**src/rtl/pattern_serializer.sv**
```systemverilog
// Serial bit-pattern transmitter: captures pattern/len/repeat on start and emits it MSB-first,
// one bit per clock, for repeat_n+1 back-to-back passes, with a 5-bit history of sent bits.
module pattern_serializer #(
  parameter int WIDTH = 16,
  parameter int LEN_W = 5,
  parameter int REP_W = 4
) (
  input  logic             clk,
  input  logic             reset,
  input  logic             start,
  input  logic [WIDTH-1:0] pattern,
  input  logic [LEN_W-1:0] len,
  input  logic [REP_W-1:0] repeat_n,
  output logic             x,
  output logic [4:0]       out,
  output logic             busy,
  output logic             done,
  output logic [1:0]       state_o
);

  // Handshake: start is a level request sampled only on an IDLE edge; busy is high for exactly
  // the cycles a frame bit is on x; done pulses for one cycle after the last bit, then IDLE.
  typedef enum logic [1:0] {
    S_IDLE = 2'd0,
    S_SEND = 2'd1,
    S_DONE = 2'd2
  } state_e;

  localparam logic [LEN_W-1:0] WIDTH_L = LEN_W'(WIDTH);
  localparam logic [LEN_W-1:0] ONE_L   = LEN_W'(1);
  localparam logic [REP_W-1:0] ONE_P   = REP_W'(1);

  state_e           state_q, state_d;
  logic [WIDTH-1:0] pat_q, pat_d;
  logic [LEN_W-1:0] leff_q, leff_d;
  logic [LEN_W-1:0] idx_q, idx_d;
  logic [REP_W-1:0] pass_q, pass_d;
  logic             x_q, x_d;
  logic [4:0]       out_q, out_d;
  logic             busy_q, busy_d;
  logic             done_q, done_d;

  logic [LEN_W-1:0] leff_in;
  logic [WIDTH-1:0] in_first_shift;
  logic [WIDTH-1:0] q_next_shift;
  logic [WIDTH-1:0] q_first_shift;
  logic             first_in;
  logic             next_bit;
  logic             first_q;
  logic             last_bit;
  logic             more_passes;

  // idx_q is the index of the bit currently on x, so index 0 marks the end of a pass.
  assign leff_in        = ((len == '0) || (len > WIDTH_L)) ? WIDTH_L : len;
  assign in_first_shift = pattern >> (leff_in - ONE_L);
  assign q_next_shift   = pat_q >> (idx_q - ONE_L);
  assign q_first_shift  = pat_q >> (leff_q - ONE_L);
  assign first_in       = in_first_shift[0];
  assign next_bit       = q_next_shift[0];
  assign first_q        = q_first_shift[0];
  assign last_bit       = (idx_q == '0);
  assign more_passes    = (pass_q != '0);

  always_ff @(posedge clk or posedge reset) begin
    if (reset) begin
      state_q <= S_IDLE;
      pat_q   <= '0;
      leff_q  <= '0;
      idx_q   <= '0;
      pass_q  <= '0;
      x_q     <= 1'b0;
      out_q   <= '0;
      busy_q  <= 1'b0;
      done_q  <= 1'b0;
    end else begin
      state_q <= state_d;
      pat_q   <= pat_d;
      leff_q  <= leff_d;
      idx_q   <= idx_d;
      pass_q  <= pass_d;
      x_q     <= x_d;
      out_q   <= out_d;
      busy_q  <= busy_d;
      done_q  <= done_d;
    end
  end

  always_comb begin
    state_d = state_q;
    case (state_q)
      S_IDLE:  if (start) state_d = S_SEND;
      S_SEND:  if (last_bit && !more_passes) state_d = S_DONE;
      S_DONE:  state_d = S_IDLE;
      default: state_d = S_IDLE;
    endcase
  end

  always_comb begin
    pat_d  = pat_q;
    leff_d = leff_q;
    idx_d  = idx_q;
    pass_d = pass_q;
    x_d    = 1'b0;
    out_d  = out_q;
    busy_d = 1'b0;
    done_d = 1'b0;
    case (state_q)
      S_IDLE: begin
        if (start) begin
          pat_d  = pattern;
          leff_d = leff_in;
          idx_d  = leff_in - ONE_L;
          pass_d = repeat_n;
          x_d    = first_in;
          out_d  = {4'b0000, first_in};
          busy_d = 1'b1;
        end
      end
      S_SEND: begin
        if (!last_bit) begin
          idx_d  = idx_q - ONE_L;
          x_d    = next_bit;
          out_d  = {out_q[3:0], next_bit};
          busy_d = 1'b1;
        end else if (more_passes) begin
          // Next pass starts on the very next edge, no idle gap.
          idx_d  = leff_q - ONE_L;
          pass_d = pass_q - ONE_P;
          x_d    = first_q;
          out_d  = {out_q[3:0], first_q};
          busy_d = 1'b1;
        end else begin
          done_d = 1'b1;
        end
      end
      default: begin
      end
    endcase
  end

  assign x       = x_q;
  assign out     = out_q;
  assign busy    = busy_q;
  assign done    = done_q;
  assign state_o = state_q;

endmodule

```
**config.mk**
```make
export PLATFORM = sky130hd
export DESIGN_NAME = pattern_serializer
export DESIGN_NICKNAME = d
export VERILOG_FILES = /design/src/rtl/pattern_serializer.sv
export SDC_FILE = /design/constraint.sdc
export NUM_CORES = 1
export LEC_CHECK = 0
export CORE_ASPECT_RATIO = 0.7
export CORE_MARGIN = 5
export CORE_UTILIZATION = 40
export CTS_BUF_LIST = sky130_fd_sc_hd__clkbuf_16
export DETAILED_ROUTE_END_ITERATION = 10
export GPL_ROUTABILITY_DRIVEN = 1
export SYNTH_ARGS = -nofsm -noshare
export SYNTH_HDL_FRONTEND = slang
export SYNTH_SLANG_ARGS = --single-unit
```
**constraint.sdc**
```tcl
create_clock -name clk -period 2.8 [get_ports clk]
set_input_delay 0.56 -clock clk [delete_from_list [all_inputs] [get_ports clk]]
set_output_delay 0.56 -clock clk [all_outputs]
set_load 0.01 [all_outputs]
```
==> metrics.md, run 1 <==
| Metric | Value |
|---|---|
| Hold crit path type | flip-flop to flip-flop |
| Crit path max-delay family | multiplexers |
| Largest net degree at the start of global routing | 41 |
| Startpoint Class | primary input |
| Crit-path cells | clkdlybuf4s50_1 > inv_1 > ha_4 > nand2b_4 > ha_4 > mux4_2 > mux2i_1 > mux2i_1 > a21oi_2 > o31ai_1 |
| Switching power | around 1.2 mW |
| Area growth, synth to finish | 30.15% |
| Register area share after synthesis | between 40 and 50% |
| Antenna violations before repair | 0 |
| Wire length per cell | 15.49 µm |
| Clock tree from TritonCTS | yes |
| Clk slew on worst S/H paths | roughly 60 ps |
| Total wire length | between 5000 and 6000 µm |
| Yosys warns | 0 |
| Hold wc startpoint | out[4]$_DFFE_PP0P_ |
| Min-Delay Path Depth | 2 |
| Worst path required time | between 2000 and 3000 ps |
| CP startpoint | len[4] |
| Setup TNS | 0 ps |
| Post-synth EDFFs | 0 |
| Final net count | between 300 and 400 |
| Crit path max-delay cell type | mux4_2 |
| Synth area leaders | dfrtp_1, mux4_2, nand2_1 |
| Chip Height | 75.18 µm |
| Worst EP arrival | around 2800 ps |
| RR Endpoint | out[0]$_DFFE_PP0P_ |
| Vias in the first global route | a little over 2,000 |
| Max-slew headroom | approximately 52% |
| Post-synth ARST share | between 90% and 100% |
| H-tree depth | 2 |
| FP Rows | 23 |
| I/O pin cnt | 38 |
| Post-route ant nets | 0 |
| Fin Clk Skew | around 3.4 ps |
| P_leak | 1.417 nW |
| RD Place Congestion | ~0.80 |
| Worst-margin pin slew | a little over 700 ps |
| Final WS setup | between 100 and 150 ps |
| Reg-to-Reg Start | leff_q[0]$_DFFE_PP0P_ |
| MaxCap Viol Count | 0 |
| Share of cells above drive strength 1 | 18.95% |
| Final Max Tran Viols | 0 |
| P_int | 2.007 mW |
| Most area-hungry cell type in the Yosys netlist | dfrtp_1 |
| CP max FO | 5 |
| Comb power frac | roughly half |
| Clk root buf | clkbuf_16 |
| # DRC | 0 |
| Footprint of the multi-input gates | between 1000 and 1500 µm² |
| Sw Share | 38.01% |
| Syn Area/Cell | between 9 and 10 µm² |
| DR pass1 iterations | 4 |
| Hold_buf cts | 0 |
| Sequential Power Share | between 30% and 40% |
| Reg2reg path depth | 8 |
| CP endpoint kind | flip-flop |
| Remaining global-route overflow | 0 |
| TritonCTS Sinks | 40 |
| Die Area | 7751 µm² |
| Via Count | around 2,000 |
| Total core area | just under 6000 µm² |
| Layout fillers | 548 |
| PortBufs | 37 |
| Top cell type's share of synthesized area | 41.24% |
| Max clock buf depth | 2 |
| Worst vdd ir | 0.0003769 V |
| Status | finished, final reports clean |
| Hold Fails Final Rpt | 0 |
| R2R setup slack | between 400 and 500 ps |
| Cells after Synth | 254 |
| Final HPWL DP | 4482 µm |
| Top_reg_cell synth | dfrtp_1 |
| CP bufs+invs | 2 |
| Flops & latches, synth | 40 |
| Hold path endpoint | out[4]$_DFFE_PP0P_ |
| RSZ-0062 raised after global routing | no |
| Total CTS buffers | 5 |
| Setup Crit Path Kind | primary input to flip-flop |
| Worst path max stage delay | 510 ps |
| Commonest cells in the netlist | nand2_1, dfrtp_1, nor2_1 |
| First-pass GRT wire length | about 10,000 µm |
| Die Wd | between 100 and 150 µm |
| Register area | around 1000 µm² |
| PD cells | 1025 nW/µm² |
| Count leader, synth | nand2_1 |
| Fmax | approximately 0.38 GHz |
| Worst-skew pair later-pin latency | around 280 ps |
| Final worst path period share | between 90% and 100% |
| Antenna cells | 0 |
| Min cycle time layout | around 2700 ps |
| Post-layout util | between 50% and 60% |
| Total GRT Usage | approximately 18% |
| Setup violators final | 0 |
| Starting DRT DRC Count | 115 |
| Count of unique library cells instantiated by Yosys | 49 |
| Clk pwr share | 16.5% |
| Vias per cell | ~5.2 |
| Syn Std Cell Area | between 2000 and 2500 µm² |
| Starting Density | 41.76% |
| Pre-CTS WS | -554.8 ps |
| Syn_nets | roughly 290 |
-- state kept, by name, indices dropped and copies added, names as in the netlist --
| register | flops |
|---|---|
| busy | 1 |
| out | 5 |
| x | 1 |
| leff_q | 5 |
| idx_q | 5 |
| pat_q | 16 |
| done | 1 |
| pass_q | 4 |
| state_o | 2 |
-- power by group through the flow --
stage | Sequential [mW] | Clock, mW | Combinational (mW)
floorplan | 0.984 | 0 | 1.24
global placement | 1.06 | 0 | 1.60
detailed placement | 1.07 | 0 | 1.63
CTS | 1.06 | 0.545 | 1.64
global route | 1.11 | 0.572 | 1.83
finish | 1.06 | 0.535 | 1.64
-- worst min-delay path: stages (launching register included) --
cell and delay, ps:
dfrtp_1 340, nand2_1 50, nand2_1 50
-- worst max-delay path by stage --
stage                         end  slack [ps]  cells past startpoint
3_5_place_dp   out[0]$_DFFE_PP0P_        -550                     11
5_1_grt        out[0]$_DFFE_PP0P_          20                     10
6_report       out[0]$_DFFE_PP0P_         150                     10
2_1_floorplan  out[0]$_DFFE_PP0P_           6                     12
3_3_place_gp   out[0]$_DFFE_PP0P_        -460                     11
4_1_cts        out[0]$_DFFE_PP0P_           3                     11
-- routing by layer --
layer | routed length (µm) | GRT usage (%) | part of all wire, % | vias up
li1 | - | - | - | 989
met1 | 3093 | 26.73 | 52 | 953
met2 | 2492 | 25.23 | 42 | 37
met3 | 269 | 4.722 | 4.6 | 4
met4 | 48 | 4.454 | 0.81 | 0
met5 | 0 | 0 | 0 | -
-- kinds of logic (layout without fill, tap and decap cells) --
logic type / Yosys count / count (layout) / share of synthesized area [%]
and+or+nand+nor: 116 / 116 / 22.37
xor gates and xnor gates: 7 / 7 / 2.526
buffers and inverters: 26 / 78 / 5.361
AOI/OAI and AO/OA: 40 / 40 / 11.19
muxes: 20 / 20 / 14.74
DFF: 40 / 40 / 41.24
adders and majority gates: 5 / 5 / 2.577
-- stage by stage --
step | instances | area (µm²) | hold WS, ps | power, mW
after global placement | 371 | 2965 | 456.7 | 2.668
after floorplan | 254 | 2445 | 457.2 | 2.229
after detailed placement | 371 | 2965 | 464.1 | 2.698
final | 381 | 3159 | 468.2 | 3.238
after CTS | 380 | 3146 | 476.0 | 3.250
after global routing | 381 | 3159 | 531.7 | 3.513
-- what timing repair did --
item / CTS / global route
setup endpoints to repair: 2 / 2
setup buffers: 2 / 1
gates resized for setup: 10 / 2
pin swaps: 5 / 3
-- cell type report --
class | count | area share, %
Multi-Input combinational cell | 188 | 42.65
Sequential cell | 40 | 31.68
Tap cell | 75 | 2.970
Clock buffer | 5 | 3.960
Inverter | 11 | 1.307
Timing Repair Buffer | 60 | 17.15
Clock inverter | 2 | 0.2772
-- layout by cell type (no fill, tap or decap), drive strengths merged, types with 3 or more instances in the layout --
cell type      synthesis  routed
nand2                 70      70
dfrtp                 40      40
clkdlybuf4s50          0      33
buf                   13      23
nor2                  15      15
o21ai                 15      15
mux4                  12      12
inv                   11      12
nor3b                  5       5
mux2i                  5       5
clkbuf                 2       5
ha                     5       5
a211oi                 4       4
xor2                   4       4
nand3                  4       4
a31oi                  4       4
a21oi                  4       4
nand2b                 4       4
xnor2                  3       3
o31ai                  3       3
nor3                   3       3
dlygate4sd2            0       3
mux2                   3       3
Power figures use the tool's default switching activity.
==> run 2, diff against run 1 <==
Settings changed: GPL_TIMING_DRIVEN from default to 0.
==> run 2 against run 1 <==
Hold slack better by 6.2 ps. Global-route usage down 0.42 points. Combinational power up 4%. Count of clock-buffer cells in the layout unchanged. Critical path type unchanged. Core utilization down 0.15 points. Sequential share of layout area up 0.088 points. Largest power group unchanged. Sequential cell count unchanged.
==> metrics.md, run 2 (synthesis gave the netlist of run 1 again) <==
| Metric | Value |
|---|---|
| PD cells | approximately 1100 nW/µm² |
| Most frequent cells in the layout | nand2_1, dfrtp_1, clkdlybuf4s50_1 |
| Pre-CTS WS | -846.9 ps |
| Post-DP Area | just under 3000 µm² |
| I/O pin cnt | 38 |
| Clk pwr share | between 10% and 20% |
| Fin area | approximately 3200 µm² |
| Wire length per cell | ~15 µm |
| Final Max Tran Viols | 0 |
| H-tree depth | 2 |
| Vias per cell | around 5.1 |
| MaxCap Viol Count | 0 |
| Hold Fails Final Rpt | 0 |
| Min cycle time layout | approximately 2700 ps |
| Die Wd | roughly 100 µm |
| # DRC | 0 |
| Antenna violations before repair | 0 |
| Remaining global-route overflow | 0 |
| DR pass1 iterations | 6 |
| RD Place Congestion | between 0.8 and 0.9 |
| Final WS setup | between 100 and 150 ps |
| Clk slew on worst S/H paths | around 60 ps |
| Area growth, synth to finish | 29.79% |
| Sw Share | between 30 and 40% |
| TritonCTS Sinks | 40 |
| Final worst path period share | between 90% and 100% |
| Hold_buf cts | 0 |
| Setup violators final | 0 |
| Max-slew headroom | between 40 and 50% |
| Sequential Power Share | a little under a third |
| Max clock buf depth | 2 |
| Status | finished, final reports clean |
| Worst-skew pair later-pin latency | a little under 300 ps |
| Worst EP arrival | between 2000 and 3000 ps |
| PortBufs | 37 |
| Most common cell after layout, fill and taps aside | nand2_1 |
| Starting Density | 41.76% |
| Starting DRT DRC Count | between 90 and 100 |
| Hold crit path type | flip-flop to flip-flop |
| Fmax | between 0.3 and 0.4 GHz |
| Startpoint Class | primary input |
| P_int | approximately 2.1 mW |
| Post-route ant nets | 0 |
| Crit-path cells | buf_2 > nor2_4 > nand2_2 > ha_4 > nand2b_4 > clkbuf_8 > ha_4 > mux4_2 > mux2i_1 > mux2i_1 > a21oi_2 > o31ai_1 |
| Worst path max stage delay | around 500 ps |
| Vias in the first global route | about 2,000 |
| Worst vdd ir | 0.0003483 V |
| Share of cells above drive strength 1 | between 20% and 30% |
| Total CTS buffers | 5 |
| WHS | approximately 470 ps |
| Die Area | a little under 8000 µm² |
| CP max FO | 5 |
| FP Rows | 23 |
| CP endpoint kind | flip-flop |
| Clock tree from TritonCTS | yes |
| Switching power | ~1.3 mW |
| Worst-margin pin slew | ~850 ps |
| Biggest register | pat_q |
| Crit path max-delay cell type | mux4_2 |
| Largest net degree at the start of global routing | 41 |
| Fin Clk Skew | between 4 and 5 ps |
| Chip Height | roughly 75 µm |
| Final HPWL DP | ~4400 µm |
| Antenna cells | 0 |
| Final net count | between 300 and 400 |
| P_leak | around 1.4 nW |
| First-pass GRT wire length | roughly 10,000 µm |
| Total wire length | between 5000 and 6000 µm |
| Max reg flops | 16 |
| Worst path required time | 2970 ps |
| Total core area | around 5800 µm² |
| Via Count | between 1,500 and 2,000 |
| Total GRT Usage | between 10% and 20% |
| Setup Crit Path Kind | primary input to flip-flop |
| Clk root buf | clkbuf_16 |
| Comb power frac | 50.9% |
[run 2: power groups by stage]
stage,combinational (mW),sequential (mW),clock (mW)
after floorplan,1.24,0.984,0
after global placement,1.65,1.02,0
after detailed placement,1.66,1.02,0
after CTS,1.70,1.01,0.650
after global routing,1.89,1.06,0.673
final,1.71,1.02,0.638
[run 2: final timing paths]
check	from	to	cells after the start	slack, ps
worst max-delay path	len[0]	out[0]$_DFFE_PP0P_	12	120
worst min-delay path	out[4]$_DFFE_PP0P_	out[4]$_DFFE_PP0P_	2	470
worst max register to register	idx_q[0]$_DFFE_PP0P_	pass_q[3]$_DFFE_PP0P_	9	210
worst min register to register	out[4]$_DFFE_PP0P_	out[4]$_DFFE_PP0P_	2	470
max in group asynchronous	reset	state_o[1]$_DFFE_PP0P_	2	1490
min in group asynchronous	reset	pass_q[1]$_DFFE_PP0P_	2	760
[run 2: layer usage]
metal,track usage (%),part of all wire (%),vias up,routed length [µm]
met5,0,0,-,0
met4,3.879,0.82,0,48
met3,4.537,4.1,5,238
met2,23.10,41,42,2419
met1,27.60,54,913,3160
li1,-,-,990,-
[run 2: final cells by class]
type,instances,area [µm²]
fill,545,2663
sequential,40,1001
tap,75,93.84
buffer,14,95.09
clock inverter,3,37.54
clock buffer,5,125.1
inverter,11,41.29
multi-input combinational,188,1363
timing repair buffer,43,394.1
[run 2: repair_timing]
item                       in CTS  in global routing
pin swaps                       6                  2
resized for setup              27                  5
setup endpoints to repair       2                  2
setup buffers                   5                  1
hold endpoints to repair        0                  0
[run 2: stage by stage]
stage	total power, mW	util, %	TNS [ps]	instances
floorplan	2.229	-	0	254
global placement	2.664	50.04	-2193	366
detailed placement	2.685	50.04	-2171	366
CTS	3.360	54.05	0	379
global route	3.616	54.20	-11.21	379
finish	3.367	54.20	0	379
[run 2: critical path, delay by kind of cell]
| family | cells | cell delay, ps |
|---|---|---|
| multiplexers | 3 | 830 |
| adder cells (fa/ha/maj) | 2 | 570 |
| AND/OR/NAND/NOR | 3 | 320 |
| AO/OA/AOI/OAI | 2 | 280 |
| buffers and inverters | 2 | 270 |
==> run 3, diff against run 2 <==
==> constraint.sdc (replaced) <==
create_clock -name clk -period 2.8 [get_ports clk]
set_input_delay 0.56 -clock clk [delete_from_list [all_inputs] [get_ports clk]]
set_output_delay 0.56 -clock clk [all_outputs]
set_load 0.05 [all_outputs]
==> results of run 3 <==
The final DEF is identical to that of run 2. Status: finished, final reports clean.
Main changes from that run: total power 3.367 mW -> 3.486 mW
